[src/rtl/saradc_pkg.sv]
// Shared types and width helpers for the SAR ADC sequencer.
// Both helper functions return at least 1, so the counter and index registers are never zero-width.
package saradc_pkg;

    typedef enum logic [3:0] {
        IDLE,
        SAMPLE,
        HOLD,
        BRK,
        SETTLE,
        STROBE,
        DECIDE,
        RBRK_BIT,
        FIN,
        ABRT,
        RBRK
    } sar_state_e;

    // Width of the shared sample/settle down-counter.
    function automatic int cnt_width(input int sample_cycles, input int settle_cycles);
        int m;
        m = (sample_cycles > settle_cycles) ? sample_cycles : settle_cycles;
        return (m < 1) ? 1 : $clog2(m + 1);
    endfunction

    // Width of the bit index.
    function automatic int idx_width(input int n);
        return (n < 2) ? 1 : $clog2(n);
    endfunction

endpackage

[src/rtl/saradc_swdrv.sv]
// One analog switch gate pair: S and SB are separate flops, so SB never comes from a gate.
// Reset leaves the switch off (S=0, SB=1).
module saradc_swdrv (
    input  logic clk,
    input  logic rst_n,
    input  logic on,
    output logic s,
    output logic sb
);

    always_ff @(posedge clk or negedge rst_n) begin
        if (!rst_n) begin
            s  <= 1'b0;
            sb <= 1'b1;
        end else begin
            s  <= on;
            sb <= ~on;
        end
    end

endmodule

[src/rtl/saradc_sar_ctrl.sv]
// SAR sequencer: sample, hold, then an MSB-first binary search with break-before-make switching.
// Every output is registered; the flops are loaded from the next-state decode.
module saradc_sar_ctrl
    import saradc_pkg::*;
#(
    parameter int N             = 8,
    parameter int SAMPLE_CYCLES = 4,
    parameter int SETTLE_CYCLES = 2
) (
    input  logic         clk,
    input  logic         rst_n,
    input  logic         start,
    input  logic         abort,
    input  logic         cmp,
    output logic         cmp_en,
    output logic         samp_s,
    output logic         samp_sb,
    output logic [N-1:0] swp_s,
    output logic [N-1:0] swp_sb,
    output logic [N-1:0] swn_s,
    output logic [N-1:0] swn_sb,
    output logic         busy,
    output logic         done,
    output logic [N-1:0] dout
);

    localparam int CW = cnt_width(SAMPLE_CYCLES, SETTLE_CYCLES);
    localparam int KW = idx_width(N);

    sar_state_e    state_reg, state_next;
    logic [CW-1:0] cnt_reg, cnt_next;
    logic [KW-1:0] k_reg, k_next;
    logic [N-1:0]  result_reg, result_next;
    logic          cmp_en_reg, busy_reg, done_reg;
    logic [N-1:0]  dout_reg;
    logic [N-1:0]  swp_on, swn_on;
    logic          samp_on;

    always_ff @(posedge clk or negedge rst_n) begin
        if (!rst_n) begin
            state_reg  <= RBRK;
            cnt_reg    <= '0;
            k_reg      <= '0;
            result_reg <= '0;
            cmp_en_reg <= 1'b0;
            busy_reg   <= 1'b1;
            done_reg   <= 1'b0;
            dout_reg   <= '0;
        end else begin
            state_reg  <= state_next;
            cnt_reg    <= cnt_next;
            k_reg      <= k_next;
            result_reg <= result_next;
            cmp_en_reg <= (state_next == STROBE);
            busy_reg   <= (state_next != IDLE);
            done_reg   <= (state_next == FIN);
            if (state_next == FIN) begin
                dout_reg <= result_next;
            end
        end
    end

    always_comb begin
        state_next  = state_reg;
        cnt_next    = cnt_reg;
        k_next      = k_reg;
        result_next = result_reg;
        if (state_reg != IDLE && abort) begin
            state_next = ABRT;
        end else begin
            case (state_reg)
                RBRK: state_next = IDLE;
                IDLE: begin
                    if (start) begin
                        state_next  = SAMPLE;
                        cnt_next    = CW'(SAMPLE_CYCLES - 1);
                        result_next = '0;
                    end
                end
                SAMPLE: begin
                    if (cnt_reg == '0) state_next = HOLD;
                    else               cnt_next   = cnt_reg - CW'(1);
                end
                HOLD: begin
                    k_next     = KW'(N - 1);
                    state_next = BRK;
                end
                BRK: begin
                    state_next = SETTLE;
                    cnt_next   = CW'(SETTLE_CYCLES - 1);
                end
                SETTLE: begin
                    if (cnt_reg == '0) state_next = STROBE;
                    else               cnt_next   = cnt_reg - CW'(1);
                end
                STROBE: state_next = DECIDE;
                DECIDE: begin
                    result_next[k_reg] = cmp;
                    if (!cmp) begin
                        state_next = RBRK_BIT;
                    end else if (k_reg == '0) begin
                        state_next = FIN;
                    end else begin
                        k_next     = k_reg - KW'(1);
                        state_next = BRK;
                    end
                end
                RBRK_BIT: begin
                    if (k_reg == '0) begin
                        state_next = FIN;
                    end else begin
                        k_next     = k_reg - KW'(1);
                        state_next = BRK;
                    end
                end
                FIN:     state_next = IDLE;
                ABRT:    state_next = IDLE;
                default: state_next = RBRK;
            endcase
        end
    end

    // Decided bits follow the result; the bit under test is off in BRK/RBRK_BIT, so a rejected
    // bit regains its N side one cycle after RBRK_BIT, when it has become a decided bit.
    always_comb begin
        swp_on  = '0;
        swn_on  = '0;
        samp_on = (state_next == SAMPLE);
        case (state_next)
            IDLE, SAMPLE, HOLD: swn_on = '1;
            BRK, SETTLE, STROBE, DECIDE, RBRK_BIT: begin
                for (int i = 0; i < N; i++) begin
                    if (i > int'(k_next)) begin
                        swp_on[i] = result_next[i];
                        swn_on[i] = ~result_next[i];
                    end else if (i < int'(k_next)) begin
                        swn_on[i] = 1'b1;
                    end else if (state_next == SETTLE || state_next == STROBE ||
                                 state_next == DECIDE) begin
                        swp_on[i] = 1'b1;
                    end
                end
            end
            default: begin
                swp_on = '0;
                swn_on = '0;
            end
        endcase
    end

    saradc_swdrv u_samp (
        .clk   (clk),
        .rst_n (rst_n),
        .on    (samp_on),
        .s     (samp_s),
        .sb    (samp_sb)
    );

    generate
        for (genvar gi = 0; gi < N; gi++) begin : g_bit
            saradc_swdrv u_swp (
                .clk   (clk),
                .rst_n (rst_n),
                .on    (swp_on[gi]),
                .s     (swp_s[gi]),
                .sb    (swp_sb[gi])
            );
            saradc_swdrv u_swn (
                .clk   (clk),
                .rst_n (rst_n),
                .on    (swn_on[gi]),
                .s     (swn_s[gi]),
                .sb    (swn_sb[gi])
            );
        end
    endgenerate

    assign cmp_en = cmp_en_reg;
    assign busy   = busy_reg;
    assign done   = done_reg;
    assign dout   = dout_reg;

endmodule

[config.mk]
export PLATFORM = sky130hd
export DESIGN_NAME = saradc_sar_ctrl
export DESIGN_NICKNAME = d
export VERILOG_FILES = /design/src/rtl/saradc_pkg.sv /design/src/rtl/saradc_swdrv.sv /design/src/rtl/saradc_sar_ctrl.sv
export SDC_FILE = /design/constraint.sdc
export NUM_CORES = 1
export LEC_CHECK = 0
export ABC_CLOCK_PERIOD_IN_PS = 2700
export CAP_MARGIN = 20
export CORE_MARGIN = 2
export CORE_UTILIZATION = 49
export DETAILED_ROUTE_END_ITERATION = 7
export PLACE_DENSITY = 0.76
export SLEW_MARGIN = 0
export SYNTH_ARGS = -nofsm -noshare
export SYNTH_HDL_FRONTEND = slang
export SYNTH_SLANG_ARGS = --single-unit
[constraint.sdc]
create_clock -name clk -period 2.7 [get_ports clk]
set_input_delay 0.405 -clock clk [delete_from_list [all_inputs] [get_ports clk]]
set_output_delay 0.405 -clock clk [all_outputs]
set_load 0.05 [all_outputs]
# After elaboration in Yosys (flattened, before gate mapping)
# Index checks and enable logic that the tools add are counted.
word_totals:
  register_bits: 63
  input_bits: 5
  output_inout_bits: 45
  elab_cells: 172
classes:
  add_sub_neg: 2
  order_cmp: 16
  n_eq_ne: 20
  mux: 51
  bitwise: 25
  reduce_logical: 16
ops:
  columns: ["cell", "count"]
  rows:
  - ["4-bit one-hot mux with 9 select lines", 1]
  - ["4-bit by 3-bit equality test with 1-bit output, second input constant", 8]
  - ["8-bit one-hot mux with 2 select lines", 2]
  - ["1-bit 2-to-1 mux", 30]
  - ["1-bit NOT", 25]
  - ["4-bit 2-to-1 mux", 6]
  - ["8-bit 2-to-1 mux", 3]
  - ["3-bit one-hot mux with 3 select lines", 2]
  - ["4-bit by 2-bit equality test with 1-bit output, second input constant", 4]
  - ["4-bit equality test, second input constant", 4]
  - ["3-bit 2-to-1 mux", 5]
  - ["3-bit greater-than comparator, first input constant", 4]
  - ["3-bit less-than comparator, first input constant", 3]
  - ["8-bit bitwise mux", 1]
  - ["4-bit by 1-bit equality test with 1-bit output, second input constant", 2]
  - ["4-bit zero test", 2]
  - ["4-bit nonzero test", 2]
  - ["2-bit by 3-bit greater-than comparator with 1-bit output, first input constant", 2]
  - ["3-bit zero test", 2]
  - ["1-bit by 3-bit less-than comparator with 1-bit output, first input constant", 2]
  - ["2-bit by 3-bit less-than comparator with 1-bit output, first input constant", 2]
  - ["3-bit OR reduction", 2]
  - ["3-bit by 1-bit subtractor with 3-bit output, second input constant", 2]
  - ["5-bit OR reduction", 1]
  - ["other kinds (10)", 13]

# Depth between registers and ports, before layout
# Gate-level depths: netlist (run 1).
logic_depth:
  ltp_word: 13
  depth_mapped: 11
  depth_no_buf: 10

# Hierarchy
# From an unflattened synthesis (run 1), not the netlist that was laid out.
unflattened:
  hier_cells: 259
  area_unflattened_um2: 3017.9
modules_own_cells:
  columns: ["mod", "n_inst", "cells_each", "area_per_inst_um2", "seq_area_each_um2"]
  rows:
  - ["saradc_sar_ctrl", 1, 208, 2082.0, 729.4]
  - ["saradc_swdrv", 17, 3, 55.1, 51.3]

# Worst setup path after synthesis (run 1)
# No wires, ideal clock.
synth_path:
  path_kind: "reg2reg"
  startpoint: "register k_reg[1]"
  endpoint: "register g_bit[2].u_swp.sb"
  setup_time_ns: 0.094
  t_arrival_ns: 2.717
  required_time_ns: 2.606
  slack_ns: -0.111
  path_stages_with_launch: 12
  n_path_buf: 2
  period_less_slack_ns: 2.811
  path_cell_list: "dfrtp_1 -> clkbuf_1 -> inv_1 -> ha_1 -> nor2b_1 -> a211o_1 -> or3_4 -> a21o_1 -> buf_6 -> nor2_2 -> nor2_1 -> or4_1"
synth_between:
  elab_cells_between_ends: 33
  classes_between: "1 x add/sub; 4 x order compare; 5 x eq/ne; 17 x mux; 1 x bitwise; 5 x reduce/logical"
synth_lines:
  columns: ["item", "line_no", "source"]
  rows:
  - ["start: declaration", "saradc_sar_ctrl.sv:32", "logic [KW-1:0] k_reg, k_next;"]
  - ["start signal: assignment", "saradc_sar_ctrl.sv:52", "k_reg <= k_next;"]
  - ["3-bit zero test *", "saradc_sar_ctrl.sv:101, saradc_sar_ctrl.sv:109", null]
  - ["3-bit 2-to-1 mux *", "saradc_sar_ctrl.sv:101, saradc_sar_ctrl.sv:109", null]
  - ["3-bit 2-to-1 mux", "saradc_sar_ctrl.sv:99", "if (!cmp) begin"]
  - ["3-bit one-hot mux with 3 select lines *", "saradc_sar_ctrl.sv:71", "case (state_reg)"]
  - ["3-bit 2-to-1 mux *", "saradc_sar_ctrl.sv:68", "if (state_reg != IDLE && abort) begin"]
  - ["net k_next[0]", "saradc_sar_ctrl.sv:32", null]
  - ["2-bit by 3-bit less-than comparator with 1-bit output", "saradc_sar_ctrl.sv:136", "end else if (i < int'(k_next)) begin"]
  - ["1-bit 2-to-1 mux", "saradc_sar_ctrl.sv:136", null]
  - ["1-bit 2-to-1 mux *", "saradc_sar_ctrl.sv:133", "if (i > int'(k_next)) begin"]
  - ["8-bit 2-to-1 mux *", "saradc_sar_ctrl.sv:129", "case (state_next)"]
  - ["1-bit NOT *", "saradc_swdrv.sv:17", "sb <= ~on;"]
  - ["end signal: assignment", "saradc_swdrv.sv:17", null]
  - ["end: declaration", "saradc_swdrv.sv:8", "output logic sb"]
# Mark *: on every way through the listed nets, which the timed path passes. The rest lies on a longest branch.
# A chain may end at the register's enable or synchronous reset.

# Final worst setup path (run 1)
layout_path:
  startpoint: "register k_reg[1]"
  endpoint: "register g_bit[3].u_swp.sb"
layout_between:
  elab_cells_between_ends: 33
  classes_between: "1 x add/sub; 4 x order compare; 5 x eq/ne; 17 x mux; 1 x bitwise; 5 x reduce/logical"
layout_lines:
  columns: ["item", "line_no"]
  rows:
  - ["3-bit by 1-bit subtractor with 3-bit output / 3-bit zero test (equally long branches)", null]
  - ["3-bit 2-to-1 mux", "saradc_sar_ctrl.sv:101, saradc_sar_ctrl.sv:109"]
  - ["3-bit 2-to-1 mux", "saradc_sar_ctrl.sv:99"]
  - ["3-bit one-hot mux with 3 select lines", "saradc_sar_ctrl.sv:71"]
  - ["3-bit 2-to-1 mux *", "saradc_sar_ctrl.sv:68"]
  - ["net k_next[1]", "saradc_sar_ctrl.sv:32"]
  - ["2-bit by 3-bit less-than comparator with 1-bit output", "saradc_sar_ctrl.sv:136"]
  - ["1-bit 2-to-1 mux", "saradc_sar_ctrl.sv:136"]
  - ["1-bit 2-to-1 mux *", "saradc_sar_ctrl.sv:133"]
  - ["8-bit 2-to-1 mux *", "saradc_sar_ctrl.sv:129"]
  - ["1-bit NOT *", "saradc_swdrv.sv:17"]
  - ["end signal: assignment", "saradc_swdrv.sv:17"]
  - ["end: declaration", "saradc_swdrv.sv:8"]
# Marks and branches as above.

==> results.cfg, run 1 <==
[outcome]
status = finished clean

[pwr]
power_frac_seq = 0.325
power_switching_uw = 1690
p_clk_frac = 0.180
cellPowerDensity_nw_per_um2 = 1000
total_power_uw = 3950
p_leak_uw = 0.00163
p_int_uw = 2260
comb_power_share = 0.495
switching_share = 0.429
ir_drop_uv = 648

[critical_path]
crit_path_max_fanout = 9
worstPathRequired_ns = 2.97
arrival_ns = 2.87
path_cells = inv_1 > ha_1 > nor2b_1 > a211o_1 > or3_4 > o211ai_4 > inv_4 > and2_4 > buf_4 > a2111o_1
path_delay_family = compound AO/OA/AOI/OAI gates
critical-path-slowest-cell = a2111o_1
critPathMaxStageDelay_ns = 0.40
path_class = flop to flop
critPathLaunchType = flop
crit_buf_inv = 3
cp-end-kind = flop

[sta]
max_freq_ghz = 0.386
drv_slew = 0
final.setup_skew_ns = 0.0126
hold_viol_final = 0
period_needed_ns = 2.59
setup_tns_ns = 0
setup_viol_count_final = 0
hold_ws_ns = 0.0521
worstMarginPinSlew_ns = 0.750
slew_headroom = 0.496
min_period_over_period = 0.960
rsz0062_at_grt = no

[route]
drc = 0
detail-route-antenna-nets = 0
drt_iter0_drc = 149
first_pass_iters = 5
drt-vias-per-instance = 5.57
vias = 2388
wl_mm = 6.54
routedWlPerCell_um = 15.2

[global_routing]
grt_usage = 0.193
grt_pass1_vias = 2230
gr-total-overflow = 0
antenna_found_initial = 0
grt_max_degree = 64
grt_pass1_wl_mm = 10.8

[run]
cap_violations = 0

[placed_design]
dpl.hpwl_mm = 4.58
port_buffers = 49
gp_congestion = 0.948

[die]
coreArea_sq_um = 6390
floorplan.initialDensity = 0.510
rows = 29
pin_count = 50
fp.dieH_um = 85.5
die_w_um = 85.5
die_area_sq_um = 7310

[clocking]
tritoncts = yes
cts-root-buf = clkbuf_8
cts_buffers = 9
clockBufferDepth = 2
htree_levels = 3
path_clk_slew_ns = 0.08
clk_latency_ns = 0.35
cts_hold_buf = 0
clock-sinks = 63

[logic_synthesis]
synth.area.top_cells = dfrtp_1 33%, dfstp_2 16%, buf_4 7.6%
synth_area_sq_um = 3260
synthCells = 307
netlist_top_cells_count = 43 x dfrtp_1, 33 x buf_4, 26 x o21ai_0
yosys.area.top_type = dfrtp_1
synth_nets = 316
yosysTopAreaCellShare = 0.331
synth.distinct_cells = 66
synth_edf_count = 0
async_reset_ff_frac = 1.00
synth.avg_cell_area_sq_um = 10.6
ys_ff_latch = 63
ys_warn_count = 0
seq_area_frac_synth = 0.492
yosys_most_used_dff = dfrtp_1
yosysMostFrequentCell = dfrtp_1

[finish]
regArea_sq_um = 1600
syn_to_final_growth_pct = 20.7
final_util = 0.615
drive_above_1_share = 0.273
nFillCells = 513
fin_nets = 356
diodes = 0
multi_input_area_sq_um = 1280

[hold_path]
min-delay-path-class = input port to async pin
==> worst reg2reg max path: stages (launching register included) <==
cell and delay [ns]:
dfrtp_1 0.38, inv_1 0.07, ha_1 0.20, nor2b_1 0.16, a211o_1 0.31, or3_4 0.39, o211ai_4 0.23, inv_4 0.09
and2_4 0.15, buf_4 0.15, a2111o_1 0.40
==> routing by layer <==
layer | routed length [um] | global-route usage | vias to the layer above
li1 | - | - | 1141
met5 | 0 | 0 | -
met4 | 112 | 0.0952 | 0
met2 | 2910 | 0.278 | 100
met1 | 3030 | 0.276 | 1136
met3 | 489 | 0.0414 | 11
==> path summary, 6_finish.rpt <==
kind	depth (start not counted)	start	end	slack, ns
max	10	k_reg[1]	g_bit[3].u_swp.sb	0.11
min	2	rst_n	g_bit[1].u_swn.s	0.05
max reg2reg	10	k_reg[1]	g_bit[3].u_swp.sb	0.11
min reg2reg	1	dout[3]	dout[3]	0.51
max in group asynchronous	2	rst_n	u_samp.sb	2.33
min in group clk	1	dout[3]	dout[3]	0.51
==> final cells by class <==
cell class	instances	share of cell area
clock buffer	12	0.0369
clock inverter	4	0.00573
inverter	15	0.0150
multi-input combinational	180	0.325
sequential	63	0.408
tap	77	0.0245
timing repair buffer	78	0.185
==> repair_timing <==
item,4_1_cts,5_1_grt
hold endpoints to repair,0,0
setup endpoints to repair,0,2
gates resized for setup,0,2
buffers inserted,0,1
==> placed cells by master (no fill, tap or decap), types with 2 or more instances in the layout <==
master / netlist / final
a2111o_1: 2 / 2
a211oi_1: 2 / 2
a21o_1: 3 / 2
a21oi_1: 9 / 9
a22oi_1: 2 / 2
a31oi_1: 7 / 7
a32o_1: 2 / 2
and2_1: 4 / 4
and2_4: 2 / 2
buf_12: 0 / 2
buf_4: 33 / 27
clkbuf_1: 7 / 2
clkbuf_8: 0 / 10
clkdlybuf4s50_1: 0 / 48
clkinv_2: 0 / 3
dfrtp_1: 43 / 43
dfstp_2: 20 / 20
ha_1: 4 / 4
inv_1: 10 / 10
inv_2: 3 / 3
mux2_2: 8 / 8
mux2i_1: 2 / 2
nand2_1: 15 / 15
nand2b_1: 5 / 5
nand3_1: 2 / 2
nor2_1: 15 / 15
nor2_2: 2 / 2
nor2b_1: 6 / 6
nor3_1: 3 / 3
nor3b_1: 3 / 3
nor4_1: 4 / 4
o21a_1: 8 / 8
o21ai_0: 26 / 26
o21ai_1: 3 / 3
o22a_1: 2 / 2
o31ai_1: 4 / 4
o32a_1: 2 / 2
or2_1: 2 / 2
or3_1: 3 / 3
==> power by group through the flow <==
stage | combinational [uW] | sequential, uW | clock (uW)
4_1_cts | 1950 | 1290 | 738
5_1_grt | 2120 | 1310 | 772
6_report | 1960 | 1280 | 710
3_5_place_dp | 1940 | 1300 | 0
3_3_place_gp | 1910 | 1300 | 0
2_1_floorplan | 1410 | 1350 | 0
==> per-stage QoR <==
step / area (sq um) / worst slack (ns) / cells
after floorplan: 3260 / 0.0241 / 307
after global placement: 3740 / 0.0365 / 412
after detailed placement: 3740 / 0.0452 / 412
after CTS: 3910 / 0.0955 / 428
after global routing: 3930 / 0.000847 / 429
final: 3930 / 0.107 / 429
==> cell families (layout without fill, tap and decap cells) <==
group                    Yosys count  count (layout)  synth area share
multiplexers                      10              10            0.0338
AND/OR/NAND/NOR                   76              76             0.136
buffers and inverters             64             109             0.120
adder cells (fa/ha/maj)            4               4            0.0154
flip-flops                        63              63             0.492
AO/OA/AOI/OAI                     90              90             0.203
(Power assumes the default switching activity.)
==> run 2: changes to the inputs <==
ABC_CLOCK_PERIOD_IN_PS = 2820   (was 2700)
CORE_UTILIZATION = 54   (was 49)
PLACE_DENSITY = 0.8   (was 0.76)
clock period = 2.82 ns   (was 2.7 ns; I/O delays follow)
==> run 2 against run 1 <==
- wire length down 1.1%
- sequential power barely moved
- non-clock buffer count decreased by 10
- critical path depth is 1 lower
- cell count shrank 2.8%
- hold slack improved by 0.032 ns
- die area down 8.8%
- fmax decreased by 4.5%
- register-to-register slack hardly changed
- largest power group unchanged
==> results.cfg, run 2 (synthesis gave the netlist of run 1 again) <==
[run]
cap_violations = 0

[sta]
hold_viol_final = 0
worstMarginPinSlew_ns = 0.622
period_needed_ns = 2.72
min_period_over_period = 0.963
slew_headroom = 0.581
final.setup_skew_ns = 0.00777
max_freq_ghz = 0.368
setup_tns_ns = 0
hold_ws_ns = 0.0844
rsz0062_at_grt = no
drv_slew = 0
setup_viol_count_final = 0

[global_routing]
grt_max_degree = 37
gr-total-overflow = 0
grt_usage = 0.214
grt_pass1_wl_mm = 10.8
grt_pass1_vias = 2249
antenna_found_initial = 0

[finish]
syn_to_final_growth_pct = 19.1
drive_above_1_share = 0.254
final_area_sq_um = 3880
nFillCells = 458
mostFrequentLayoutCells = 48 x clkdlybuf4s50_1, 43 x dfrtp_1, 26 x o21ai_0
fin_nets = 346
diodes = 0
layout_commonest_cell = clkdlybuf4s50_1
final_util = 0.659

[clocking]
htree_levels = 3
tritoncts = yes
cts_hold_buf = 0
cts_setup_buffers = 0
cts-root-buf = clkbuf_8
clk_latency_ns = 0.34
clockBufferDepth = 2
cts_buffers = 9
path_clk_slew_ns = 0.07
clock-sinks = 63
cts.repair.resized = 0

[placed_design]
placed_area_sq_um = 3650
dpl.hpwl_mm = 4.57
port_buffers = 49
gp_congestion = 0.902

[die]
die_area_sq_um = 6670
die_w_um = 81.6
fp.dieH_um = 81.6
coreArea_sq_um = 5890
pin_count = 50
floorplan.initialDensity = 0.553
rows = 28

[pwr]
total_power_uw = 3890
power_frac_seq = 0.328
p_int_uw = 2280
ir_drop_uv = 681
switching_share = 0.414
power_switching_uw = 1610
cellPowerDensity_nw_per_um2 = 1000
p_clk_frac = 0.230
p_leak_uw = 0.00160
comb_power_share = 0.442

[route]
drc = 0
wl_mm = 6.46
drt-vias-per-instance = 5.68
routedWlPerCell_um = 15.5
vias = 2369
first_pass_iters = 4
detail-route-antenna-nets = 0
drt_iter0_drc = 185

[hold_path]
min-delay-path-class = input port to async pin

[critical_path]
crit_path_max_fanout = 9
path_class = flop to flop
arrival_ns = 2.97
cp-startpoint = k_reg[1]
r2r_start = k_reg[1]
critPathLaunchType = flop
cp-end-kind = flop
worstPathRequired_ns = 3.07

[outcome]
status = finished clean
run 2: cell count changes in the layout (fill, tap and decap cells not counted):
| cell | previous run | this run |
|---|---|---|
| clkinvlp_4 | 1 | 2 |
| clkinv_2 | 3 | 1 |
| bufinv_16 | 0 | 2 |
| a21o_1 | 2 | 3 |
| buf_4 | 27 | 19 |
| a21o_2 | 1 | 0 |
| buf_12 | 2 | 0 |
| a2111oi_2 | 1 | 2 |
| a2111oi_4 | 1 | 0 |
| clkbuf_1 | 2 | 0 |
| clkbuf_8 | 10 | 11 |
run 2: power by group through the flow:
stage / Clock (uW) / Combinational [uW] / Sequential [uW]
6_report: 895 / 1720 / 1270
5_1_grt: 944 / 1870 / 1300
4_1_cts: 908 / 1720 / 1270
3_5_place_dp: 0 / 1710 / 1280
3_3_place_gp: 0 / 1690 / 1280
2_1_floorplan: 0 / 1350 / 1290
run 2: per-stage QoR:
stage / std cells / setup slack (ns)
after floorplan: 307 / 0.00891
after global placement: 401 / 0.139
after detailed placement: 401 / 0.0608
after CTS: 417 / 0.101
after global routing: 417 / 0.00725
final: 417 / 0.105
run 2: path summary, 6_finish.rpt:
kind	slack, ns	cells past startpoint	end
min	0.08	2	result_reg[6]
max reg2reg	0.10	9	g_bit[2].u_swp.sb
max in group asynchronous	2.36	2	g_bit[3].u_swn.sb
min in group clk	0.51	2	result_reg[0]
max	0.10	9	g_bit[2].u_swp.sb
min reg2reg	0.51	2	result_reg[0]
run 2: layer usage:
metal | vias up | GRT usage | wire [um]
li1 | 1121 | - | -
met1 | 1164 | 0.296 | 2910
met2 | 72 | 0.330 | 3130
met3 | 12 | 0.0418 | 311
met4 | 0 | 0.0917 | 117
met5 | - | 0 | 0
run 2: layout make-up:
type	count	area, sq um	area share
clock inverters	5	80.1	0.0207
inverters	15	58.8	0.0152
clock buffers	11	151	0.0390
repair buffers	68	628	0.162
flip-flops and latches	63	1600	0.413
multi-input cells	180	1260	0.326
well taps	75	93.8	0.0242
run 2: worst max-delay path, cell delays in order, from the launching register on:
cell and delay [ns]:
dfrtp_1 0.38, inv_1 0.11, ha_1 0.22, nor2b_1 0.18
a211o_1 0.36, or3_4 0.41, a21o_1 0.27, nor2_2 0.11
nor2_1 0.06, or4_1 0.51
